<file path="src/rtl/apb_completer_regs_if.sv">
// APB bus bundle for the register-file completer.
// The initiator drives select/phase/address/data; the completer answers.
interface apb_completer_regs_if;
  logic        psel;
  logic        penable;
  logic [31:0] paddr;
  logic        pwrite;
  logic [2:0]  pprot;
  logic [31:0] pwdata;
  logic [3:0]  pstrb;
  logic [31:0] prdata;
  logic        pready;
  logic        pslverr;

  modport master (
    output psel,
    output penable,
    output paddr,
    output pwrite,
    output pprot,
    output pwdata,
    output pstrb,
    input  prdata,
    input  pready,
    input  pslverr
  );

  modport slave (
    input  psel,
    input  penable,
    input  paddr,
    input  pwrite,
    input  pprot,
    input  pwdata,
    input  pstrb,
    output prdata,
    output pready,
    output pslverr
  );
endinterface

</file>
<file path="src/rtl/apb_completer_regs.sv">
// APB completer with 14 RW words, a transfer counter and an ID word.
// Wait states are counted in ACCESS; pready depends on state only.
module apb_completer_regs #(
  parameter int unsigned WAIT_STATES = 1,
  parameter logic [31:0] ID_VALUE    = 32'hA9B0_0001
) (
  input logic                 pclk,
  input logic                 preset,
  apb_completer_regs_if.slave apb
);

  localparam logic [0:0] IDLE   = 1'b0;
  localparam logic [0:0] ACCESS = 1'b1;
  localparam logic [3:0] WS     = 4'(WAIT_STATES);

  logic [0:0]  state;
  logic [3:0]  count;
  logic [31:0] regs [14];
  logic [31:0] xfer_cnt;

  logic [3:0]  idx;
  logic        ready;
  logic        done;
  logic        err;
  logic        do_wr;
  logic [31:0] rd_word;
  logic        unused_ok;

  assign idx       = apb.paddr[5:2];
  assign ready     = (state == ACCESS) && (count == 4'd0);
  assign done      = ready && apb.psel && apb.penable;
  assign unused_ok = ^apb.pprot[2:1];

  always_comb begin
    err = 1'b0;
    if (|apb.paddr[31:6])
      err = 1'b1;
    if (|apb.paddr[1:0])
      err = 1'b1;
    if (apb.pwrite && (idx >= 4'd14))
      err = 1'b1;
    if ((idx < 4'd4) && !apb.pprot[0])
      err = 1'b1;
    if (!apb.pwrite && (|apb.pstrb))
      err = 1'b1;
  end

  assign do_wr = done && apb.pwrite && !err;

  always_comb begin
    rd_word = '0;
    unique case (1'b1)
      idx == 4'd15: rd_word = ID_VALUE;
      idx == 4'd14: rd_word = xfer_cnt;
      default: begin
        for (int i = 0; i < 14; i++)
          if (idx == 4'(i))
            rd_word = regs[i];
      end
    endcase
  end

  assign apb.pready  = ready;
  assign apb.pslverr = ready && err;
  assign apb.prdata  = (ready && !apb.pwrite && !err)
                       ? rd_word : 32'h0;

  // psel dropping in ACCESS abandons the transfer outright
  always_ff @(posedge pclk) begin
    if (preset) begin
      state <= IDLE;
      count <= 4'd0;
    end else begin
      unique case (state)
        IDLE: begin
          if (apb.psel && !apb.penable) begin
            state <= ACCESS;
            count <= WS;
          end
        end
        ACCESS: begin
          if (!apb.psel)
            state <= IDLE;
          else if (count != 4'd0)
            count <= count - 4'd1;
          else if (apb.penable)
            state <= IDLE;
        end
      endcase
    end
  end

  always_ff @(posedge pclk) begin
    if (preset) begin
      xfer_cnt <= 32'd0;
      for (int i = 0; i < 14; i++)
        regs[i] <= 32'd0;
    end else begin
      if (done)
        xfer_cnt <= xfer_cnt + 32'd1;
      if (do_wr) begin
        for (int i = 0; i < 14; i++)
          if (idx == 4'(i))
            for (int b = 0; b < 4; b++)
              if (apb.pstrb[b])
                regs[i][8*b +: 8] <= apb.pwdata[8*b +: 8];
      end
    end
  end

endmodule

</file>
<file path="src/flat_wrapper.sv">
// flat-port wrapper written by rule: the top's interface ports become plain ports
module apb_completer_regs_flat 
#(
  parameter int unsigned WAIT_STATES = 1,
  parameter logic [31:0] ID_VALUE    = 32'hA9B0_0001
)
  (pclk, preset, apb_psel, apb_penable, apb_paddr, apb_pwrite, apb_pprot, apb_pwdata, apb_pstrb, apb_prdata, apb_pready, apb_pslverr);
  apb_completer_regs_if apb_i ();
  input logic pclk;
  input logic preset;
  input wire logic [$bits(apb_i.psel)-1:0] apb_psel;
  input wire logic [$bits(apb_i.penable)-1:0] apb_penable;
  input wire logic [$bits(apb_i.paddr)-1:0] apb_paddr;
  input wire logic [$bits(apb_i.pwrite)-1:0] apb_pwrite;
  input wire logic [$bits(apb_i.pprot)-1:0] apb_pprot;
  input wire logic [$bits(apb_i.pwdata)-1:0] apb_pwdata;
  input wire logic [$bits(apb_i.pstrb)-1:0] apb_pstrb;
  output wire logic [$bits(apb_i.prdata)-1:0] apb_prdata;
  output wire logic [$bits(apb_i.pready)-1:0] apb_pready;
  output wire logic [$bits(apb_i.pslverr)-1:0] apb_pslverr;
  assign apb_i.psel = apb_psel;
  assign apb_i.penable = apb_penable;
  assign apb_i.paddr = apb_paddr;
  assign apb_i.pwrite = apb_pwrite;
  assign apb_i.pprot = apb_pprot;
  assign apb_i.pwdata = apb_pwdata;
  assign apb_i.pstrb = apb_pstrb;
  assign apb_prdata = apb_i.prdata;
  assign apb_pready = apb_i.pready;
  assign apb_pslverr = apb_i.pslverr;
  apb_completer_regs #(.WAIT_STATES(WAIT_STATES), .ID_VALUE(ID_VALUE)) u_core (.pclk(pclk), .preset(preset), .apb(apb_i));
endmodule
</file>
<file path="config.mk">
export PLATFORM = sky130hd
export DESIGN_NAME = apb_completer_regs_flat
export DESIGN_NICKNAME = d
export VERILOG_FILES = /design/src/rtl/apb_completer_regs_if.sv /design/src/rtl/apb_completer_regs.sv /design/src/flat_wrapper.sv
export SDC_FILE = /design/constraint.sdc
export NUM_CORES = 1
export LEC_CHECK = 0
export CORE_ASPECT_RATIO = 1.5
export CORE_UTILIZATION = 30
export DETAILED_ROUTE_END_ITERATION = 8
export GPL_TIMING_DRIVEN = 0
export PLACE_DENSITY_LB_ADDON = 0.15
export SYNTH_ARGS = -nofsm -noshare
export SYNTH_HDL_FRONTEND = slang
export SYNTH_SLANG_ARGS = --single-unit
</file>
<file path="constraint.sdc">
create_clock -name pclk -period 3 [get_ports pclk]
set_input_delay 0.45 -clock pclk [delete_from_list [all_inputs] [get_ports pclk]]
set_output_delay 0.45 -clock pclk [all_outputs]
set_load 0.005 [all_outputs]
</file>
==> impl_summary.md <==
Status
The flow ran to the end, but the final reports show violations. The checks that failed: setup timing.

Logic synthesis
The synthesized netlist devotes 1.19% of its cell area to XOR and XNOR gates. The combinational family with the most area after synthesis is simple AND/OR/NAND/NOR gates. After synthesis, the share of flip-flops with an asynchronous set or reset is 0%.

The post-synthesis register bit count is 485. During synthesis, Yosys emitted a total of 0 warnings. The netlist area before placement is about 22000 um^2. The most used flip-flop cell after synthesis is sky130_fd_sc_hd__edfxtp_1. The sequential share of the synthesized area is approximately 64%. Summing the areas of all and, or, nand and nor instances in the mapped netlist gives between 10 and 15% of the synthesized area. The synthesized-area fraction occupied by ao, oa, aoi and oai cells is 13.2%. After Yosys synthesis, full adders, half adders and majority gates account for 0.113% of the synthesized area.

After synthesis, the netlist uses 72 different library cells. Dividing the synthesized area by the synthesized cell count gives 11.9 um^2. Synthesis produced a netlist whose cell count is 1855. The number of enable-type register cells in the synthesized netlist is ~450. The total nets after synthesis is 1933. Multiplexer cells account for 4.50% of the synthesized area.

Placement
Routability-driven placement finished with a final weighted congestion of 0.972. In this run the tool buffered the top-level ports with 106 buffer cells. The worst slack after detailed placement is -2.34 ns. The final HPWL from detailed placement is 73000 um.

Power and ir drop
The clock share of power is between 30% and 40%. The switching power summed over all nets is 3.90 mW. The leakage power is about 9.4 nW. The power density over cell area is 555 nW/um^2. The internal cell power is between 10 and 15 mW. The worst-case IR drop observed on VDD is roughly 340 uV. The share of total power dissipated in combinational logic is 10.2%. Sequential cells account for roughly 51% of the total power. The switching portion of total power is 25.4%.

Critical path
The sort of element at the start of the critical path is an input pin. The worst setup path is captured at an output pin. The cell class contributing the biggest share of worst-path delay is simple AND/OR/NAND/NOR gates. The buffer and inverter count on the worst path is 3.

Along the worst path, the maximum fanout reaches 6. The data arrival time of the critical path is 2.74 ns. Across all register-to-register paths, the minimum setup slack is about 0.070 ns. The category of the critical setup timing path is in -> out.

The critical path goes through clkdlybuf4s15_1 > nor4_2 > o2111ai_2 > or2_1 > or4_4 > buf_12 > a311oi_4 > buf_2. The path length in cells of the critical path is 8. The highest cell delay on the worst timing path is ~0.68 ns. The endpoint of the worst-slack reg-to-reg timing path is u_core.xfer_cnt[31].

The required arrival time at the worst endpoint is 2.55 ns. Among all stages on the critical path, the largest delay is contributed by sky130_fd_sc_hd__or4_4. In this run the worst setup path terminates at apb_prdata[28].

In this run the worst setup path begins at apb_paddr[27]. For the worst flop-to-flop path, the logic depth is 7. The worst register-to-register path begins at u_core.xfer_cnt[8].

CTS
The latest clock arrival within the worst-skew pair is just over 0.6 ns. The number of hold buffers added after CTS is 0. The clock drives 485 sinks.

Clock tree synthesis inserted a total of 49 buffers. CTS built an H-tree with a depth of 2. The CTS root buffer is sky130_fd_sc_hd__clkbuf_16.

After clock tree synthesis, the clock-pin slew on the worst setup and hold paths is 0.06 ns. TritonCTS built the clock tree. The deepest clock path buffer count is 3.

Die
The core region is 72700 um^2. The die covers 74600 um^2. The initial core utilization is between 30% and 40%. The height of the die is between 300 and 400 um. The number of top-level design ports is 110. Measured along the x axis, the die boundary spans 223 um. The floorplan has between 100 and 150 rows.

Route
The first detailed-routing pass ran for 5 iterations. The total number of vias is 16800. After detailed routing, the number of remaining DRC violations is 0. The antenna violation net count after detailed routing is 0.

The average wire per cell in the routed design is 32.5 um. After the first detailed-routing iteration, the DRC count stood at 1657. Summed over all layers, the routed wires come to a little under 100000 um. Using the TritonRoute via totals, the vias-per-cell ratio works out to ~5.6.

Final layout
In the final design database the tool counted 2122 nets. The count of antenna diodes in the layout is 0. The area growth from synthesis to layout is 25.1%. Leaving out fill and tap cells, the most frequent cell in the layout is sky130_fd_sc_hd__edfxtp_1.

The library cells used most frequently in the layout, excluding fill and tap cells, are sky130_fd_sc_hd__edfxtp_1, sky130_fd_sc_hd__nor2_1, sky130_fd_sc_hd__nand2_1. Cells with a size suffix above 1 make up around 22% of the layout. At the end of the flow the core is filled with cells to 38.0%.

Global routing
Entering global routing, the biggest net connects 14 pins. The number of global-route vias before repair is 16800. Global routing finished with a remaining overflow of 0. The overall routing resource usage is 25.8%.

The first global-routing pass estimated 133000 um of wire. The number of antenna violations at the first check in global routing is 2.

Worst hold path
The class of the tightest hold or removal check is reg -> reg. The number of stages on the worst hold path is 2.

Timing
The final hold violation count is 0. Setup violations remaining at the end of the flow were counted as 32. Hold is met by 0.519 ns. The final critical-path setup slack is -0.195 ns.

In the finished design, the share of the clock period the worst path needs comes to 106%. Static timing analysis puts the maximum clock frequency at 313 MHz. The minimum clock period is roughly 3.2 ns. Headroom to the max-slew limit came out at approximately 2.3%. Setup repair after global routing could not meet its margin everywhere. The pin slew with the least headroom to its limit is ~1.5 ns. Across the routed clock network, the largest skew measured is 0.0204 ns. The count of final max-slew check failures was 0.

Job
The count of maximum capacitance violations is 0.
state kept, by name, summed over array words and instances, names as in the netlist:
name / flops
u_core.count: 4
u_core.state: 1
u_core.xfer_cnt: 32
u_core.regs: 448
what timing repair did:
action,in CTS,in global routing
cloned,1,2
setup buffers,29,7
pin swaps,33,23
setup endpoints to repair,801,327
resized for setup,536,132
stage by stage:
step | instances | setup TNS [ns] | total power, mW | area (um^2)
floorplan | 1855 | 0 | 8.51 | 22100
global placement | 2883 | -960.12 | 9.20 | 24300
detailed placement | 2884 | -962.98 | 9.21 | 24300
CTS | 2995 | -5.51 | 15.3 | 27200
global route | 3003 | -5.19 | 15.7 | 27600
finish | 3003 | -2.85 | 15.3 | 27600
tightest hold or removal path, delay by kind of cell (launching register included):
family	cells	cell delay [ns]
DFF	1	0.34
xor gates and xnor gates	1	0.07
and+or+nand+nor	1	0.07
metal layers:
layer | GRT usage, % | wire [um]
met5 | 0 | 0
met4 | 15.7 | 6920
met3 | 3.02 | 5170
met2 | 47.2 | 50400
met1 | 28.4 | 35000
worst min path at each step:
stage	slack, ns	endpoint	start
floorplan	0.47	u_core.count[0]	u_core.count[0]
global placement	0.48	u_core.count[0]	u_core.count[0]
detailed placement	0.50	u_core.count[0]	u_core.count[0]
CTS	0.52	u_core.xfer_cnt[12]	u_core.xfer_cnt[12]
global route	0.54	u_core.count[3]	u_core.count[3]
finish	0.52	u_core.count[3]	u_core.count[3]
power by group through the flow:
stage               Clock [mW]  Sequential (mW)  Combinational (mW)
global placement             0             7.89                1.31
floorplan                    0             7.86               0.649
finish                    5.99             7.76                1.57
CTS                       6.04             7.76                1.51
global route              6.27             7.78                1.61
detailed placement           0             7.90                1.31
Yosys cell counts (all sizes together) (30+ instances only):
| cell type | n | area (um^2) |
|---|---|---|
| o21ai | 63 | 315 |
| nand2 | 119 | 467 |
| clkbuf | 86 | 324 |
| a21o | 38 | 285 |
| nor2b | 44 | 275 |
| edfxtp | 448 | 13500 |
| mux2i | 43 | 430 |
| nor2 | 429 | 1610 |
| dfxtp | 37 | 741 |
| a22oi | 30 | 225 |
| a21oi | 85 | 425 |
| buf | 56 | 295 |
cell type report:
| type | count | area, um^2 |
|---|---|---|
| Fill cell | 7098 | 45100 |
| Sequential cell | 485 | 14200 |
| Multi-Input combinational cell | 1218 | 8450 |
| Clock buffer | 62 | 1270 |
| Timing Repair Buffer | 146 | 1200 |
| Tap cell | 922 | 1150 |
| Buffer | 134 | 1100 |
| Clock inverter | 26 | 199 |
| Inverter | 10 | 38.8 |
kinds of logic after synthesis:
family	after synthesis
compound gates	409
xor+xnor	30
fa+ha+maj	2
buf+inv	152
flops	485
mux	76
simple gates	701
Note: power is estimated with default switching activity, not from simulation.
